## config.mk

```make
export PLATFORM = sky130hd
export DESIGN_NAME = ram_access_arbiter
export DESIGN_NICKNAME = d
export VERILOG_FILES = /design/src/rtl/ram_access_arbiter.sv
export SDC_FILE = /design/constraint.sdc
export NUM_CORES = 1
export LEC_CHECK = 0
export BUFFER_PORTS_ARGS = -buffer_cell sky130_fd_sc_hd__buf_2
export CAP_MARGIN = 15
export CELL_PAD_IN_SITES_DETAIL_PLACEMENT = 1
export CELL_PAD_IN_SITES_GLOBAL_PLACEMENT = 1
export CORE_ASPECT_RATIO = 1.25
export CORE_MARGIN = 2
export CORE_UTILIZATION = 23
export CTS_BUF_LIST = sky130_fd_sc_hd__clkbuf_4 sky130_fd_sc_hd__clkbuf_8
export DETAILED_ROUTE_END_ITERATION = 12
export PLACE_DENSITY = 0.59
export SLEW_MARGIN = 20
export SYNTH_ARGS = -nofsm -noshare
export SYNTH_HDL_FRONTEND = slang
export SYNTH_SLANG_ARGS = --single-unit
```

## constraint.sdc

```tcl
create_clock -name clk -period 1.8 [get_ports clk]
set_input_delay 0.27 -clock clk [delete_from_list [all_inputs] [get_ports clk]]
set_output_delay 0.27 -clock clk [all_outputs]
set_load 0.01 [all_outputs]
```

## src/rtl/ram_access_arbiter.sv

```systemverilog
// +----------------------------------------------------------------------------+
// | ram_access_arbiter: round-robin, transaction-atomic sharing of one RAM     |
// | command port between two requesters, with read-data return routing.        |
// | Revision: 1.0                                                              |
// +----------------------------------------------------------------------------+
`default_nettype none

module ram_access_arbiter #(
  parameter int ADDR_SIZE = 8,
  parameter int TIMEOUT   = 16
) (
  input  logic                 clk,
  input  logic                 rst_n,
  input  logic [ADDR_SIZE+1:0] r0_din,
  input  logic                 r0_valid,
  output logic                 r0_ready,
  output logic [ADDR_SIZE-1:0] r0_dout,
  output logic                 r0_tx_valid,
  input  logic [ADDR_SIZE+1:0] r1_din,
  input  logic                 r1_valid,
  output logic                 r1_ready,
  output logic [ADDR_SIZE-1:0] r1_dout,
  output logic                 r1_tx_valid,
  output logic [ADDR_SIZE+1:0] ram_din,
  output logic                 ram_rx_valid,
  input  logic [ADDR_SIZE-1:0] ram_dout,
  input  logic                 ram_tx_valid,
  output logic                 timeout_err
);

  localparam int CW = ADDR_SIZE + 2;
  localparam int TW = $clog2(TIMEOUT + 1);

  typedef enum logic [1:0] {
    IDLE    = 2'd0,
    LOCK    = 2'd1,
    WAIT_RD = 2'd2
  } state_t;

  state_t          r_state, w_state_nx;
  logic            r_owner, w_owner_nx;
  logic            r_ptr, w_ptr_nx;
  logic [TW-1:0]   r_cnt, w_cnt_nx, w_cnt_inc;
  logic            w_winner, w_sel, w_acc, w_expire, w_tmo, w_route;
  logic [CW-1:0]   w_word;
  logic [1:0]      w_op;

  // Grant logic: in IDLE the winner is the pointer's favourite when both ask.
  always_comb begin
    w_winner = (r0_valid && r1_valid) ? r_ptr : !r0_valid;
    r0_ready = 1'b0;
    r1_ready = 1'b0;
    case (r_state)
      IDLE: begin
        r0_ready = r0_valid && !w_winner;
        r1_ready = r1_valid &&  w_winner;
      end
      LOCK: begin
        r0_ready = r0_valid && !r_owner;
        r1_ready = r1_valid &&  r_owner;
      end
      default: ;
    endcase
    w_acc  = (r0_valid && r0_ready) || (r1_valid && r1_ready);
    w_word = r1_ready ? r1_din : r0_din;
    w_op   = w_word[CW-1 -: 2];
    w_sel  = (r_state == IDLE) ? w_winner : r_owner;
  end

  assign w_cnt_inc = r_cnt + TW'(1);
  assign w_expire  = (w_cnt_inc == TW'(TIMEOUT));

  always_comb begin
    w_state_nx = r_state;
    w_owner_nx = r_owner;
    w_ptr_nx   = r_ptr;
    w_cnt_nx   = r_cnt;
    w_tmo      = 1'b0;
    w_route    = 1'b0;
    case (r_state)
      IDLE, LOCK: begin
        if (w_acc) begin
          w_owner_nx = w_sel;
          w_cnt_nx   = '0;
          case (w_op)
            2'b01: begin
              w_state_nx = IDLE;
              w_ptr_nx   = !w_sel;
            end
            2'b11:   w_state_nx = WAIT_RD;
            default: w_state_nx = LOCK;
          endcase
        end else if (r_state == LOCK) begin
          if (w_expire) begin
            w_state_nx = IDLE;
            w_tmo      = 1'b1;
            w_ptr_nx   = !r_owner;
            w_cnt_nx   = '0;
          end else begin
            w_cnt_nx = w_cnt_inc;
          end
        end
      end
      WAIT_RD: begin
        // Returning data takes precedence over a coincident expiry.
        if (ram_tx_valid) begin
          w_route    = 1'b1;
          w_state_nx = IDLE;
          w_ptr_nx   = !r_owner;
          w_cnt_nx   = '0;
        end else if (w_expire) begin
          w_state_nx = IDLE;
          w_tmo      = 1'b1;
          w_ptr_nx   = !r_owner;
          w_cnt_nx   = '0;
        end else begin
          w_cnt_nx = w_cnt_inc;
        end
      end
      default: w_state_nx = IDLE;
    endcase
  end

  always_ff @(posedge clk or negedge rst_n) begin
    if (!rst_n) begin
      r_state      <= IDLE;
      r_owner      <= 1'b0;
      r_ptr        <= 1'b0;
      r_cnt        <= '0;
      ram_din      <= '0;
      ram_rx_valid <= 1'b0;
      r0_dout      <= '0;
      r1_dout      <= '0;
      r0_tx_valid  <= 1'b0;
      r1_tx_valid  <= 1'b0;
      timeout_err  <= 1'b0;
    end else begin
      r_state      <= w_state_nx;
      r_owner      <= w_owner_nx;
      r_ptr        <= w_ptr_nx;
      r_cnt        <= w_cnt_nx;
      ram_rx_valid <= w_acc;
      if (w_acc) ram_din <= w_word;
      r0_tx_valid  <= w_route && !r_owner;
      r1_tx_valid  <= w_route &&  r_owner;
      if (w_route && !r_owner) r0_dout <= ram_dout;
      if (w_route &&  r_owner) r1_dout <= ram_dout;
      timeout_err  <= w_tmo;
    end
  end

endmodule

`default_nettype wire

```

==> metrics.txt <==
# TYPE chip_impl_metric gauge
chip_impl_info{name="sequence_of_cells_on_the_critical_path",value="nor2b_4 -> or3_4 -> clkinv_4 -> buf_8 -> buf_6"} 1
chip_impl_metric{name="power.ir.vdd_worst",unit="mV"} 0.600
chip_impl_info{name="setup.worst_path.end_class",value="output pin"} 1
chip_impl_metric{name="replace_congestion",unit=""} 0.755
chip_impl_metric{name="antenna_found_initial",unit=""} 0
chip_impl_metric{name="dp_hpwl",unit="microns"} 3760
chip_impl_metric{name="bufs_on_longest_clock_path",unit=""} 2
chip_impl_metric{name="critPathMaxFanout",unit=""} 5
chip_impl_metric{name="timing.max_slew.rel_slack",unit="%"} 65.8
chip_impl_metric{name="post-route-period-util",unit="%"} 97.3
chip_impl_metric{name="routed_wirelength",unit="microns"} 4970
chip_impl_metric{name="fp.coreArea",unit="sq um"} 7750
chip_impl_metric{name="critPathBufInv",unit=""} 3
chip_impl_metric{name="cts_made_buffers",unit=""} 5
chip_impl_metric{name="placedInstanceArea",unit="sq um"} 2360
chip_impl_metric{name="drcViolationCount",unit=""} 0
chip_impl_metric{name="antennaDiodeCount",unit=""} 0
chip_impl_metric{name="die_area",unit="sq um"} 8700
chip_impl_metric{name="cts_sinks",unit=""} 39
chip_impl_info{name="min_path_type",value="input port to async pin"} 1
chip_impl_metric{name="dieWidth",unit="microns"} 83.8
chip_impl_metric{name="maxCapViolCount",unit=""} 0
chip_impl_info{name="critical-path-slowest-cell",value="sky130_fd_sc_hd__dfrtp_2"} 1
chip_impl_metric{name="post-layout-total-power",unit="W"} 0.00402
chip_impl_metric{name="tightest_slew",unit="ps"} 514
chip_impl_info{name="status",value="finished, final reports clean"} 1
chip_impl_metric{name="wl_per_cell",unit="microns"} 14.1
chip_impl_metric{name="worst-endpoint-arrival",unit="ps"} 1480
chip_impl_metric{name="initial_standard_cell_utilization_of_the_core",unit="%"} 23.7
chip_impl_metric{name="fmax",unit="MHz"} 571
chip_impl_metric{name="grt_max_degree",unit=""} 40
chip_impl_metric{name="post_synth_arst_share",unit="%"} 100
chip_impl_metric{name="power_per_cell_area",unit="nW/um^2"} 1550
chip_impl_metric{name="post-route-cell-area",unit="sq um"} 2600
chip_impl_metric{name="critical-path-max-stage-delay",unit="ps"} 440
chip_impl_metric{name="layout-area-overhead-vs-synth",unit="%"} 41.9
chip_impl_metric{name="total_number_of_placement_rows",unit=""} 36
chip_impl_metric{name="post_drt_via_cell_ratio",unit=""} 4.60
chip_impl_metric{name="layout_fillers",unit=""} 928
chip_impl_metric{name="port_buffers",unit=""} 64
chip_impl_metric{name="drt-initial-drc-count",unit=""} 77
chip_impl_metric{name="first_global_vias",unit=""} 1755
chip_impl_metric{name="setup-violations-final",unit=""} 0
chip_impl_info{name="cts_tree",value="built"} 1
chip_impl_metric{name="overflow",unit=""} 0
chip_impl_metric{name="ios",unit=""} 65
chip_impl_metric{name="cts-hold-fix-buffers",unit=""} 0
chip_impl_metric{name="cts.clk_slew.worst_paths",unit="ps"} 90
chip_impl_info{name="cts-root-buf",value="sky130_fd_sc_hd__clkbuf_8"} 1
chip_impl_metric{name="met1_length",unit="microns"} 2060
chip_impl_info{name="postSynth.topFlopCell",value="sky130_fd_sc_hd__dfrtp_1"} 1
chip_impl_metric{name="postRouteAntennaNets",unit=""} 0
chip_impl_metric{name="nNetsFinal",unit=""} 289
chip_impl_metric{name="fin_worst_skew",unit="ps"} 10.0
chip_impl_metric{name="final_cells",unit=""} 351
chip_impl_metric{name="grt.total_usage",unit="%"} 11.9
chip_impl_metric{name="first_pass_iters",unit=""} 4
chip_impl_info{name="start_kind",value="flip-flop"} 1
chip_impl_metric{name="p_leak",unit="nW"} 1.28
chip_impl_metric{name="hold_viol_final",unit=""} 0
chip_impl_metric{name="synth.distinct_cells",unit=""} 40
chip_impl_metric{name="ratio_of_cells_with_drive_above_1_in_the_final_layout",unit="%"} 50.4
chip_impl_info{name="unrepaired_setup_endpoints_after_global_routing",value="true"} 1
chip_impl_info{name="critical_path_class",value="flip-flop to output pin"} 1
chip_impl_metric{name="fin_max_slew_vios",unit=""} 0
chip_impl_metric{name="ys_ff_latch",unit=""} 39
chip_impl_metric{name="yosysWarningCount",unit=""} 0
chip_impl_metric{name="met2RoutedLength",unit="microns"} 2660
chip_impl_info{name="top_signal_layer_used",value="met4"} 1
chip_impl_metric{name="grt_first_pass_wirelength",unit="microns"} 8550
chip_impl_metric{name="met3WireLength",unit="microns"} 193
chip_impl_metric{name="synth-edff-count",unit=""} 0
chip_impl_metric{name="vias",unit=""} 1613
chip_impl_metric{name="insertion_delay",unit="ps"} 300
chip_impl_info{name="kind_of_cell_adding_the_most_delay_to_the_critical_path",value="simple AND/OR/NAND/NOR gates"} 1
chip_impl_metric{name="syn_inst",unit=""} 164
chip_impl_metric{name="syn-num-nets",unit=""} 198
chip_impl_metric{name="syn_area_per_cell",unit="sq um"} 11.2
chip_impl_metric{name="syn-cell-area",unit="sq um"} 1830
chip_impl_metric{name="yosysSeqAreaShare",unit="%"} 53.2
chip_impl_metric{name="ctsHtreeMaxLevel",unit=""} 2
chip_impl_metric{name="place_inst",unit=""} 331
chip_impl_metric{name="die-height",unit="microns"} 104
chip_impl_metric{name="critical_path_required",unit="ps"} 1530
chip_impl_metric{name="period_minus_slack",unit="ps"} 1750
## registers in the layout (all words and copies together), names as in the netlist
name	cells
r0_dout	8
r_owner	1
r_ptr	1
ram_din	10
r0_tx_valid	1
r1_tx_valid	1
r1_dout	8
ram_rx_valid	1
r_state	2
r_cnt	5
timeout_err	1
## through the flow
| stage | setup WS (ps) | setup TNS, ps | utilization, % | hold slack [ps] |
|---|---|---|---|---|
| after floorplan | 174 | 0 | - | -25.6 |
| after global placement | 111 | 0 | 30.4 | 367 |
| after detailed placement | 54.1 | 0 | 30.4 | 365 |
| after CTS | 1.31 | 0 | 32.2 | 44.1 |
| after global routing | -13.3 | -20.8 | 33.6 | 74.0 |
| final | 49.3 | 0 | 33.6 | 29.5 |
## power breakdown
group          internal, W  leakage [nW]  switching [W]
Sequential         0.00124         0.487       0.000219
Clock             0.000277        0.0443       0.000332
Combinational      0.00102         0.751       0.000930
Total              0.00254          1.28        0.00148
## Yosys cell counts (3+ instances only)
master | count | area share (%)
sky130_fd_sc_hd__mux2_2 | 17 | 10
sky130_fd_sc_hd__a21oi_1 | 4 | 1.1
sky130_fd_sc_hd__nand2_1 | 11 | 2.3
sky130_fd_sc_hd__nor2b_1 | 3 | 1.0
sky130_fd_sc_hd__nand3_1 | 6 | 1.6
sky130_fd_sc_hd__o21ai_0 | 13 | 3.5
sky130_fd_sc_hd__mux2i_1 | 7 | 3.8
sky130_fd_sc_hd__o21a_1 | 3 | 1.2
sky130_fd_sc_hd__a222oi_1 | 5 | 2.7
sky130_fd_sc_hd__nor2_1 | 9 | 1.8
sky130_fd_sc_hd__buf_2 | 5 | 1.4
sky130_fd_sc_hd__inv_1 | 10 | 2.0
sky130_fd_sc_hd__dfrtp_1 | 39 | 53
## path summary, 6_finish.rpt
kind	from	end	slack [ps]	depth (start not counted)
setup / recovery	r_state[0]	r1_ready	50	5
hold / removal	rst_n	r1_dout[6]	30	2
setup reg to reg	r_state[0]	r_state[1]	60	7
hold reg to reg	ram_din[9]	ram_din[9]	490	2
max in group asynchronous	rst_n	r_cnt[0]	1400	2
min in group clk	r1_din[7]	ram_din[7]	180	3
## worst register-to-register path, stage by stage (launching register included)
cell                       delay (ps)
sky130_fd_sc_hd__dfrtp_2          440
sky130_fd_sc_hd__nor2b_4          140
sky130_fd_sc_hd__or3_4            350
sky130_fd_sc_hd__clkinv_4          60
sky130_fd_sc_hd__buf_4            130
sky130_fd_sc_hd__mux2i_1           90
sky130_fd_sc_hd__or3_1            360
sky130_fd_sc_hd__o31ai_1           70
## kinds of logic (layout without fill, tap and decap cells)
group,after synthesis,in the layout,share of synthesized area [%]
AND/OR/NAND/NOR,43,43,12.4
AO/OA/AOI/OAI,39,39,14.9
flip-flops,39,39,53.2
multiplexers,24,24,14.3
buffers and inverters,18,110,4.50
adder cells (fa/ha/maj),1,1,0.682
## routing by layer
metal | up-vias | track usage, %
met1 | 794 | 14.6
met4 | 0 | 3.00
met2 | 35 | 21.1
met3 | 5 | 2.47
met5 | - | 0
li1 | 779 | -
## timing repair
item | in CTS | in global routing
pin swaps | 0 | 2
gates resized for setup | 7 | 8
setup buffers | 2 | 10
endpoints found under the hold margin | 0 | 0
setup endpoints to repair | 2 | 7
## placed cells by master, fill, tap and decap left out, types with 2 or more instances in the layout
cell type / synthesis / routed
sky130_fd_sc_hd__a21oi_1: 4 / 3
sky130_fd_sc_hd__a222oi_1: 5 / 5
sky130_fd_sc_hd__and2_1: 2 / 2
sky130_fd_sc_hd__buf_2: 5 / 63
sky130_fd_sc_hd__buf_4: 0 / 24
sky130_fd_sc_hd__buf_6: 1 / 2
sky130_fd_sc_hd__clkbuf_8: 0 / 5
sky130_fd_sc_hd__clkinv_4: 0 / 3
sky130_fd_sc_hd__dfrtp_1: 39 / 36
sky130_fd_sc_hd__dfrtp_2: 0 / 3
sky130_fd_sc_hd__inv_1: 10 / 10
sky130_fd_sc_hd__mux2_2: 17 / 17
sky130_fd_sc_hd__mux2i_1: 7 / 6
sky130_fd_sc_hd__nand2_1: 11 / 11
sky130_fd_sc_hd__nand2b_1: 2 / 2
sky130_fd_sc_hd__nand3_1: 6 / 6
sky130_fd_sc_hd__nand4_1: 2 / 2
sky130_fd_sc_hd__nor2_1: 9 / 9
sky130_fd_sc_hd__nor2b_1: 3 / 2
sky130_fd_sc_hd__nor4_1: 2 / 2
sky130_fd_sc_hd__o21a_1: 3 / 3
sky130_fd_sc_hd__o21ai_0: 13 / 13
sky130_fd_sc_hd__o31ai_1: 2 / 2
## layout make-up
class	count	area, sq um	share of cell area (%)
flip-flops and latches	39	980	37.7
multi-input cells	107	810	31.1
repair buffers	91	553	21.3
well taps	95	119	4.57
clock buffers	5	68.8	2.65
inverters	11	46.3	1.78
clock inverters	3	25.0	0.962
Note: power is estimated with default switching activity, not from simulation.
